## src/rtl/histogram_sram_denetleyici.sv

```systemverilog
// histogram_sram_denetleyici
// Frame sequencer and sole owner of the shared histogram SRAM (one write
// port, one read port, active-low chip selects). Each frame: clear all bins,
// hand both ports to the accumulation unit, then scan the bins and stream a
// saturating cumulative CDF to the equalisation stage.
module histogram_sram_denetleyici #(
  parameter int PIXEL_BIT = 8,
  parameter int VERI_BIT  = 17
) (
  input  logic                 clk_i,
  input  logic                 rstn_i,
  input  logic                 temizle_i,
  input  logic                 tara_i,
  input  logic                 hb_wr_i,
  input  logic [PIXEL_BIT-1:0] hb_addr_w_i,
  input  logic [VERI_BIT-1:0]  hb_veri_i,
  input  logic                 hb_rd_i,
  input  logic [PIXEL_BIT-1:0] hb_addr_r_i,
  output logic [VERI_BIT-1:0]  hb_veri_o,
  output logic                 hb_izin_o,
  output logic                 sram_csb0_o,
  output logic [PIXEL_BIT-1:0] sram_addr0_o,
  output logic [VERI_BIT-1:0]  sram_din0_o,
  output logic                 sram_csb1_o,
  output logic [PIXEL_BIT-1:0] sram_addr1_o,
  input  logic [VERI_BIT-1:0]  sram_dout1_i,
  output logic [VERI_BIT-1:0]  cdf_o,
  output logic [PIXEL_BIT-1:0] cdf_piksel_o,
  output logic                 cdf_gecerli_o,
  output logic [VERI_BIT-1:0]  cdf_min_o,
  output logic                 tara_bitti_o,
  output logic                 mesgul_o,
  output logic                 hata_o
);

  typedef enum logic [1:0] {
    BOSTA,
    TEMIZLE,
    BIRIKTIR,
    TARA
  } durum_t;

  // Counter is one bit wider than the address: during a scan the extra
  // cycle (MSB set) drains the last SRAM read without issuing a new one.
  localparam logic [PIXEL_BIT:0] SON_ADR  = {1'b0, {PIXEL_BIT{1'b1}}};
  localparam logic [PIXEL_BIT:0] TARA_SON = {1'b1, {PIXEL_BIT{1'b0}}};

  durum_t                 r_durum;
  logic [PIXEL_BIT:0]     r_sayac;
  logic                   r_oku_gecerli;
  logic [PIXEL_BIT-1:0]   r_oku_adr;
  logic [VERI_BIT-1:0]    r_cdf;
  logic [PIXEL_BIT-1:0]   r_cdf_piksel;
  logic                   r_cdf_gecerli;
  logic [VERI_BIT-1:0]    r_cdf_min;
  logic                   r_tara_bitti;
  logic                   r_hata;

  logic [VERI_BIT:0]      w_toplam;
  logic [VERI_BIT-1:0]    w_cdf_sonraki;

  assign w_toplam      = {1'b0, r_cdf} + {1'b0, sram_dout1_i};
  assign w_cdf_sonraki = w_toplam[VERI_BIT] ? {VERI_BIT{1'b1}} : w_toplam[VERI_BIT-1:0];

  // Frame sequencer, scan read pipeline and registered CDF / status outputs.
  always_ff @(posedge clk_i) begin
    if (!rstn_i) begin
      r_durum       <= BOSTA;
      r_sayac       <= '0;
      r_oku_gecerli <= 1'b0;
      r_oku_adr     <= '0;
      r_cdf         <= '0;
      r_cdf_piksel  <= '0;
      r_cdf_gecerli <= 1'b0;
      r_cdf_min     <= '0;
      r_tara_bitti  <= 1'b0;
      r_hata        <= 1'b0;
    end else begin
      r_hata        <= 1'b0;
      r_oku_gecerli <= 1'b0;
      r_cdf_gecerli <= r_oku_gecerli;
      r_tara_bitti  <= 1'b0;

      // Read data for bin r_oku_adr is on sram_dout1_i this cycle.
      if (r_oku_gecerli) begin
        r_cdf        <= w_cdf_sonraki;
        r_cdf_piksel <= r_oku_adr;
        r_tara_bitti <= (r_oku_adr == {PIXEL_BIT{1'b1}});
        if (r_cdf_min == '0) begin
          r_cdf_min <= w_cdf_sonraki;
        end
      end

      case (r_durum)
        BOSTA, BIRIKTIR: begin
          if (temizle_i) begin
            r_durum <= TEMIZLE;
            r_sayac <= '0;
            r_hata  <= tara_i;
          end else if (tara_i) begin
            r_durum   <= TARA;
            r_sayac   <= '0;
            r_cdf     <= '0;
            r_cdf_min <= '0;
          end
        end
        TEMIZLE: begin
          r_hata <= temizle_i | tara_i;
          if (r_sayac == SON_ADR) begin
            r_durum <= BIRIKTIR;
            r_sayac <= '0;
          end else begin
            r_sayac <= r_sayac + 1'b1;
          end
        end
        TARA: begin
          r_hata <= temizle_i | tara_i;
          if (r_sayac == TARA_SON) begin
            r_durum <= BOSTA;
            r_sayac <= '0;
          end else begin
            r_oku_gecerli <= 1'b1;
            r_oku_adr     <= r_sayac[PIXEL_BIT-1:0];
            r_sayac       <= r_sayac + 1'b1;
          end
        end
        default: begin
          r_durum <= BOSTA;
          r_sayac <= '0;
        end
      endcase
    end
  end

  // SRAM port ownership: each state decides who drives the two ports.
  always_comb begin
    sram_csb0_o  = 1'b1;
    sram_addr0_o = '0;
    sram_din0_o  = '0;
    sram_csb1_o  = 1'b1;
    sram_addr1_o = '0;
    case (r_durum)
      TEMIZLE: begin
        sram_csb0_o  = 1'b0;
        sram_addr0_o = r_sayac[PIXEL_BIT-1:0];
      end
      BIRIKTIR: begin
        sram_csb0_o  = ~hb_wr_i;
        sram_addr0_o = hb_addr_w_i;
        sram_din0_o  = hb_veri_i;
        sram_csb1_o  = ~hb_rd_i;
        sram_addr1_o = hb_addr_r_i;
      end
      TARA: begin
        sram_csb1_o  = r_sayac[PIXEL_BIT];
        sram_addr1_o = r_sayac[PIXEL_BIT-1:0];
      end
      default: begin
        sram_csb0_o = 1'b1;
        sram_csb1_o = 1'b1;
      end
    endcase
  end

  assign hb_veri_o     = sram_dout1_i;
  assign hb_izin_o     = (r_durum == BIRIKTIR);
  assign mesgul_o      = (r_durum == TEMIZLE) || (r_durum == TARA);
  assign cdf_o         = r_cdf;
  assign cdf_piksel_o  = r_cdf_piksel;
  assign cdf_gecerli_o = r_cdf_gecerli;
  assign cdf_min_o     = r_cdf_min;
  assign tara_bitti_o  = r_tara_bitti;
  assign hata_o        = r_hata;

endmodule

```

## config.mk

```make
export PLATFORM = sky130hd
export DESIGN_NAME = histogram_sram_denetleyici
export DESIGN_NICKNAME = d
export VERILOG_FILES = /design/src/rtl/histogram_sram_denetleyici.sv
export SDC_FILE = /design/constraint.sdc
export NUM_CORES = 1
export LEC_CHECK = 0
export CORE_MARGIN = 1
export CORE_UTILIZATION = 40
export CTS_BUF_LIST = sky130_fd_sc_hd__clkbuf_8 sky130_fd_sc_hd__clkbuf_16
export CTS_CLUSTER_DIAMETER = 80
export DETAILED_ROUTE_END_ITERATION = 10
export MAX_ROUTING_LAYER = met4
export PLACE_DENSITY = 0.75
export SLEW_MARGIN = 20
export SYNTH_ARGS = -nofsm -noshare
export SYNTH_HDL_FRONTEND = slang
export SYNTH_SLANG_ARGS = --single-unit
```

## constraint.sdc

```tcl
create_clock -name clk_i -period 3.7 [get_ports clk_i]
set_input_delay 0.925 -clock clk_i [delete_from_list [all_inputs] [get_ports clk_i]]
set_output_delay 0.925 -clock clk_i [all_outputs]
set_load 0.02 [all_outputs]
```

Word level (Yosys, flattened, before mapping)
Cells that the tools add are included.
W data, S select, Z words.
{"block": "word_totals", "regBits": 65, "in_bits": 56, "out_inout_bits": 99, "elab_cells": 62}
{"block": "classes", "addsub": 2, "eq_ne": 9, "mux": 28, "bitwise": 4, "reduce_logical": 9}
{"op": "$mux W17", "count": 11}
{"op": "$mux W9", "count": 4}
{"op": "$pmux W8 S2", "count": 2}
{"op": "$pmux W9 S3", "count": 1}
{"op": "$add A17 B17 Y18", "count": 1}
{"op": "$logic_not A17 Y1", "count": 1}
{"op": "$add A9 B1 Y9 const B", "count": 1}
{"op": "$eq A9 B8 Y1 const B", "count": 1}
{"op": "$eq A9 B9 Y1 const B", "count": 1}
{"op": "$eq A8 B8 Y1 const B", "count": 1}
{"op": "$mux W2", "count": 4}
{"op": "$pmux W1 S2", "count": 3}
{"op": "$pmux W2 S3", "count": 1}
{"op": "$reduce_and A2 Y1", "count": 3}
{"op": "$eq A2 B2 Y1 const B", "count": 2}
{"op": "$ne A2 B2 Y1 const B", "count": 2}
{"op": "$reduce_or A2 Y1", "count": 2}
{"op": "$ne A3 B3 Y1 const B", "count": 1}
{"op": "$not A1 Y1", "count": 3}
{"op": "$reduce_and A3 Y1", "count": 1}
{"op": "$eq A2 B1 Y1 const B", "count": 1}
{"op": "$logic_not A2 Y1", "count": 1}
{"op": "$mux W1", "count": 2}
{"op": "$logic_or A1 B1 Y1", "count": 1}
{"op": "$or A1 B1 Y1", "count": 1}

Longest topological paths before layout
{"block": "depth", "word_depth": 7, "ltp_mapped": 10, "mapped_depth_nobuf": 10}

Worst setup path after synthesis
Ideal clock, no wire load.
{"block": "synth_path", "path_kind": "in2reg", "startpoint": "input port sram_dout1_i[0]", "endpoint": "register r_cdf[16], in the netlist cdf_o[16]", "setup_ns": 0.136, "arrival_time_ns": 2.829, "required_ns": 3.564, "setup_slack_ns": 0.735, "cell_stages": 8, "n_path_buf": 0, "cell_sequence": "ha_1 -> fa_1 -> a211oi_2 -> o21ai_2 -> o31a_1 -> a2111oi_4 -> xor2_1 -> a31oi_1"}
{"block": "synth_via", "elab_chain_cells": 6}
{"item": "start: declaration", "line_no": "26", "source": "input logic [VERI_BIT-1:0] sram_dout1_i,"}
{"item": "$add A17 B17 Y18 (*)", "line_no": "62", "source": "assign w_toplam = {1'b0, r_cdf} + {1'b0, sram_dout1_i};"}
{"item": "$mux W17 (*)", "line_no": "63", "source": "assign w_cdf_sonraki = w_toplam[VERI_BIT] ? {VERI_BIT{1'b1}} : w_toplam[VERI_BIT-1:0];"}
{"item": "$mux W17 (*)", "line_no": "85", "source": "if (r_oku_gecerli) begin"}
{"item": "$mux W17", "line_no": "100", "source": "end else if (tara_i) begin"}
{"item": "$mux W17", "line_no": "96", "source": "if (temizle_i) begin"}
{"item": "$mux W17 (*)", "line_no": "94", "source": "case (r_durum)"}
{"item": "end signal: assignment", "line_no": "86", "source": "r_cdf <= w_cdf_sonraki;"}
{"item": "end: declaration", "line_no": "52", "source": "logic [VERI_BIT-1:0] r_cdf;"}
Mark *: on every way between the ends. The rest lies on a longest branch, timed or not.
A chain may end at the register's enable or synchronous reset.

Worst setup path after layout
{"block": "layout_path", "startpoint": "register r_durum[0]", "endpoint": "output port sram_addr1_o[1]"}
{"block": "layout_via", "elab_chain_cells": 2, "elab_cells_between_ends": 3, "classes_between": "2 x eq/ne; 1 x mux"}
{"item": "start: declaration", "line_no": "48", "source": "durum_t r_durum;"}
{"item": "start signal: assignment", "line_no": "68", "source": "r_durum <= BOSTA;"}
{"item": "start signal: assignment", "line_no": "97", "source": "r_durum <= TEMIZLE;"}
{"item": "start signal: assignment", "line_no": "101", "source": "r_durum <= TARA;"}
{"item": "$eq A2 B2 Y1", "line_no": "142", "source": "case (r_durum)"}
{"item": "$pmux W8 S2 (*)", "line_no": "142"}
{"item": "end: declaration", "line_no": "25", "source": "output logic [PIXEL_BIT-1:0] sram_addr1_o,"}
Marks and branches as above.

==> impl_metrics.ini <==
[run_status]
outcome = completed

[cells_and_area]
nets = 693
fill_cells = 830
diodes = 0
syn2layout_area_growth_pct = 45.5
drive_gt1_frac = 0.0568

[power]
power_density_mw_per_mm2 = 447
internal_power_mw = 1.55
pwr-share-clk = 0.255
p_sw_frac = 0.380
irDropWorstVdd_mv = 0.266
power_frac_seq = 0.315
switching_power_mw = 0.950
p_comb_frac = 0.430
p_leak_nw = 2.14

[logic_synthesis]
ys.flop_type = dfxtp_1
yosysWarnings = 0
synth-async-reset-ratio = 0
netlist_top_cells_area = dfxtp_1, ha_1, a21oi_1
synth-simple-area-share = 0.198
synth_adder_area_share = 0.0892
ys_ff_latch = 65
syn_avg_cell_area_um2 = 8.03
syn_nets = 561
syn_area_mm2 = 0.00384
ys_seq_area_frac = 0.338
ys_types = 50
synth_top_family_by_area = compound AO/OA/AOI/OAI gates
synth_xor_area_frac = 0.0433
syn_inst = 479
synth_compound_area_frac = 0.226
yosysTopAreaCell = dfxtp_1
synth_edf_count = 0
synth.top_cell.area_share = 0.338
synth_mux_area_frac = 0.0286

[die]
design.core.area_mm2 = 0.00928
top_level_ports = 155
rows = 35
dieHeight_um = 100
fp.dieW_um = 100
die-area_mm2 = 0.0100
start_util = 0.414

[worst_setup_path]
crit_required_ps = 2770
cp_max_fo = 26
critical_path_arrival_ps = 2530
cp-start-kind = flop
critical_path_class = reg -> out
critPathCaptureType = primary output

[sta]
final_max_slew_viol_count = 0
finalSetupViolations = 0
max_freq_mhz = 290
rsz0062_at_grt = false
worst_pin_slew_ps = 738
slew_headroom = 0.508
finalSetupTns_ps = 0
period_share = 0.933
fin_worst_skew_ps = 11.2
hold_viol_final = 0
min_period_ps = 3450
worst_slack_ps = 247

[place]
dpl.hpwl_um = 8390
gp_congestion = 0.995
io_buffers = 154
dp_slack_ps = 91.5

[cts]
cts_hold_buf = 0
clk_pin_slew_ps = 90
insertion_delay_ps = 350
cts_resized = 0
cts_setup_buffers = 0
cts_tree = built
cts.sinks = 65
htreeDepth = 3
cts_root_buf = clkbuf_8
cts_buffers = 9
clk_path_buf_depth = 2

[routing]
vias = 3887
drtPass1Iterations = 4
vias_per_cell = 5.22
remaining_drc_errors = 0
finalWirelength_um = 11100
dr.first_iter.drc_count = 140
wl_per_cell_um = 14.8
drtAntennaViolNets = 0

[global_route]
antenna_found_initial = 0
gr-usage-met2 = 0.403
grt_usage = 0.228
grt_use_met1 = 0.258
grtUsageMet3 = 0.0467
overflow = 0
grt_pass1_wl_um = 17500
grt_max_degree = 45
grt_pass1_vias = 3601
busiest_layer = met2

[worst_hold_path]
hold_path_class = reg -> reg

[run]
drv_cap = 0
==> synthesized netlist by cell type (6+ instances only) <==
library cell  instances
dfxtp_1              65
nor2_1               54
a21oi_1              45
o21ai_0              43
nand2_1              33
ha_1                 25
and2_1               20
clkbuf_1             20
buf_4                17
inv_1                17
a22oi_1              14
mux2i_1              11
nand3_1              10
xor2_1               10
nand4_1               9
xnor2_1               9
nor2b_1               8
nor3_1                7
a31oi_1               6
==> state kept, by name, summed over array words and instances (netlist names) <==
name and cells:
r_oku_adr 8, cdf_o 17, r_durum 2, cdf_piksel_o 8
r_sayac 9, r_oku_gecerli 1, hata_o 1, cdf_min_o 17
cdf_gecerli_o 1, tara_bitti_o 1
==> worst paths after layout <==
check	from	to	slack [ps]	cells past startpoint
setup reg to reg	cdf_o[0]	cdf_o[16]	1130	8
hold / removal	cdf_min_o[1]	cdf_min_o[1]	470	2
setup / recovery	r_durum[0]	sram_addr1_o[1]	250	6
hold reg to reg	cdf_min_o[1]	cdf_min_o[1]	470	2
==> stage by stage <==
stage	total power, mW	instances	utilization	hold WS [ps]	cell area, um2
floorplan	1.45	479	-	443	3840
global placement	1.86	729	0.580	461	5390
detailed placement	1.87	729	0.580	465	5390
CTS	2.51	745	0.603	479	5590
global route	2.63	745	0.603	490	5590
finish	2.50	745	0.603	472	5590
==> cell type report <==
class	instances	area, um2	area share
clock inverters	7	83.8	0.0150
flip-flops and latches	65	1300	0.233
clock buffers	9	124	0.0221
repair buffers	163	1610	0.288
multi-input cells	355	2250	0.402
well taps	129	161	0.0289
inverters	17	63.8	0.0114
==> routing by layer <==
layer	vias to the layer above	wire (um)
met5	-	0
met4	0	135
met3	12	684
met2	142	5550
met1	1799	4680
li1	1934	-
==> power by group through the flow <==
stage	Combinational (mW)	Sequential (mW)	Clock (mW)
global route	1.16	0.794	0.678
global placement	1.06	0.801	0
floorplan	0.617	0.830	0
finish	1.08	0.787	0.639
CTS	1.08	0.787	0.653
detailed placement	1.07	0.803	0
==> logic make-up (layout without fill, tap and decap cells) <==
group,count (synthesis),after routing
simple gates,158,158
fa+ha+maj,27,27
mux,11,11
flops,65,65
xor+xnor,19,19
compound gates,140,140
buf+inv,59,196
==> critical path: stages (launching register included) <==
cell	delay [ps]
dfxtp_1	340
inv_1	90
ha_1	640
buf_4	290
nand2_1	70
o21ai_0	100
clkdlybuf4s50_1	650
==> cells in the final DEF, fill, tap and decap left out, drive strengths merged, types with 9 or more instances in the layout <==
cell type / instances
o21ai: 45
inv: 21
xor2: 10
xnor2: 9
nand2: 33
nor2: 54
buf: 9
nand3: 10
dfxtp: 65
and2: 20
nand4: 9
mux2i: 11
clkdlybuf4s50: 154
a21oi: 45
a22oi: 14
clkbuf: 9
ha: 25
(Power assumes the default switching activity.)
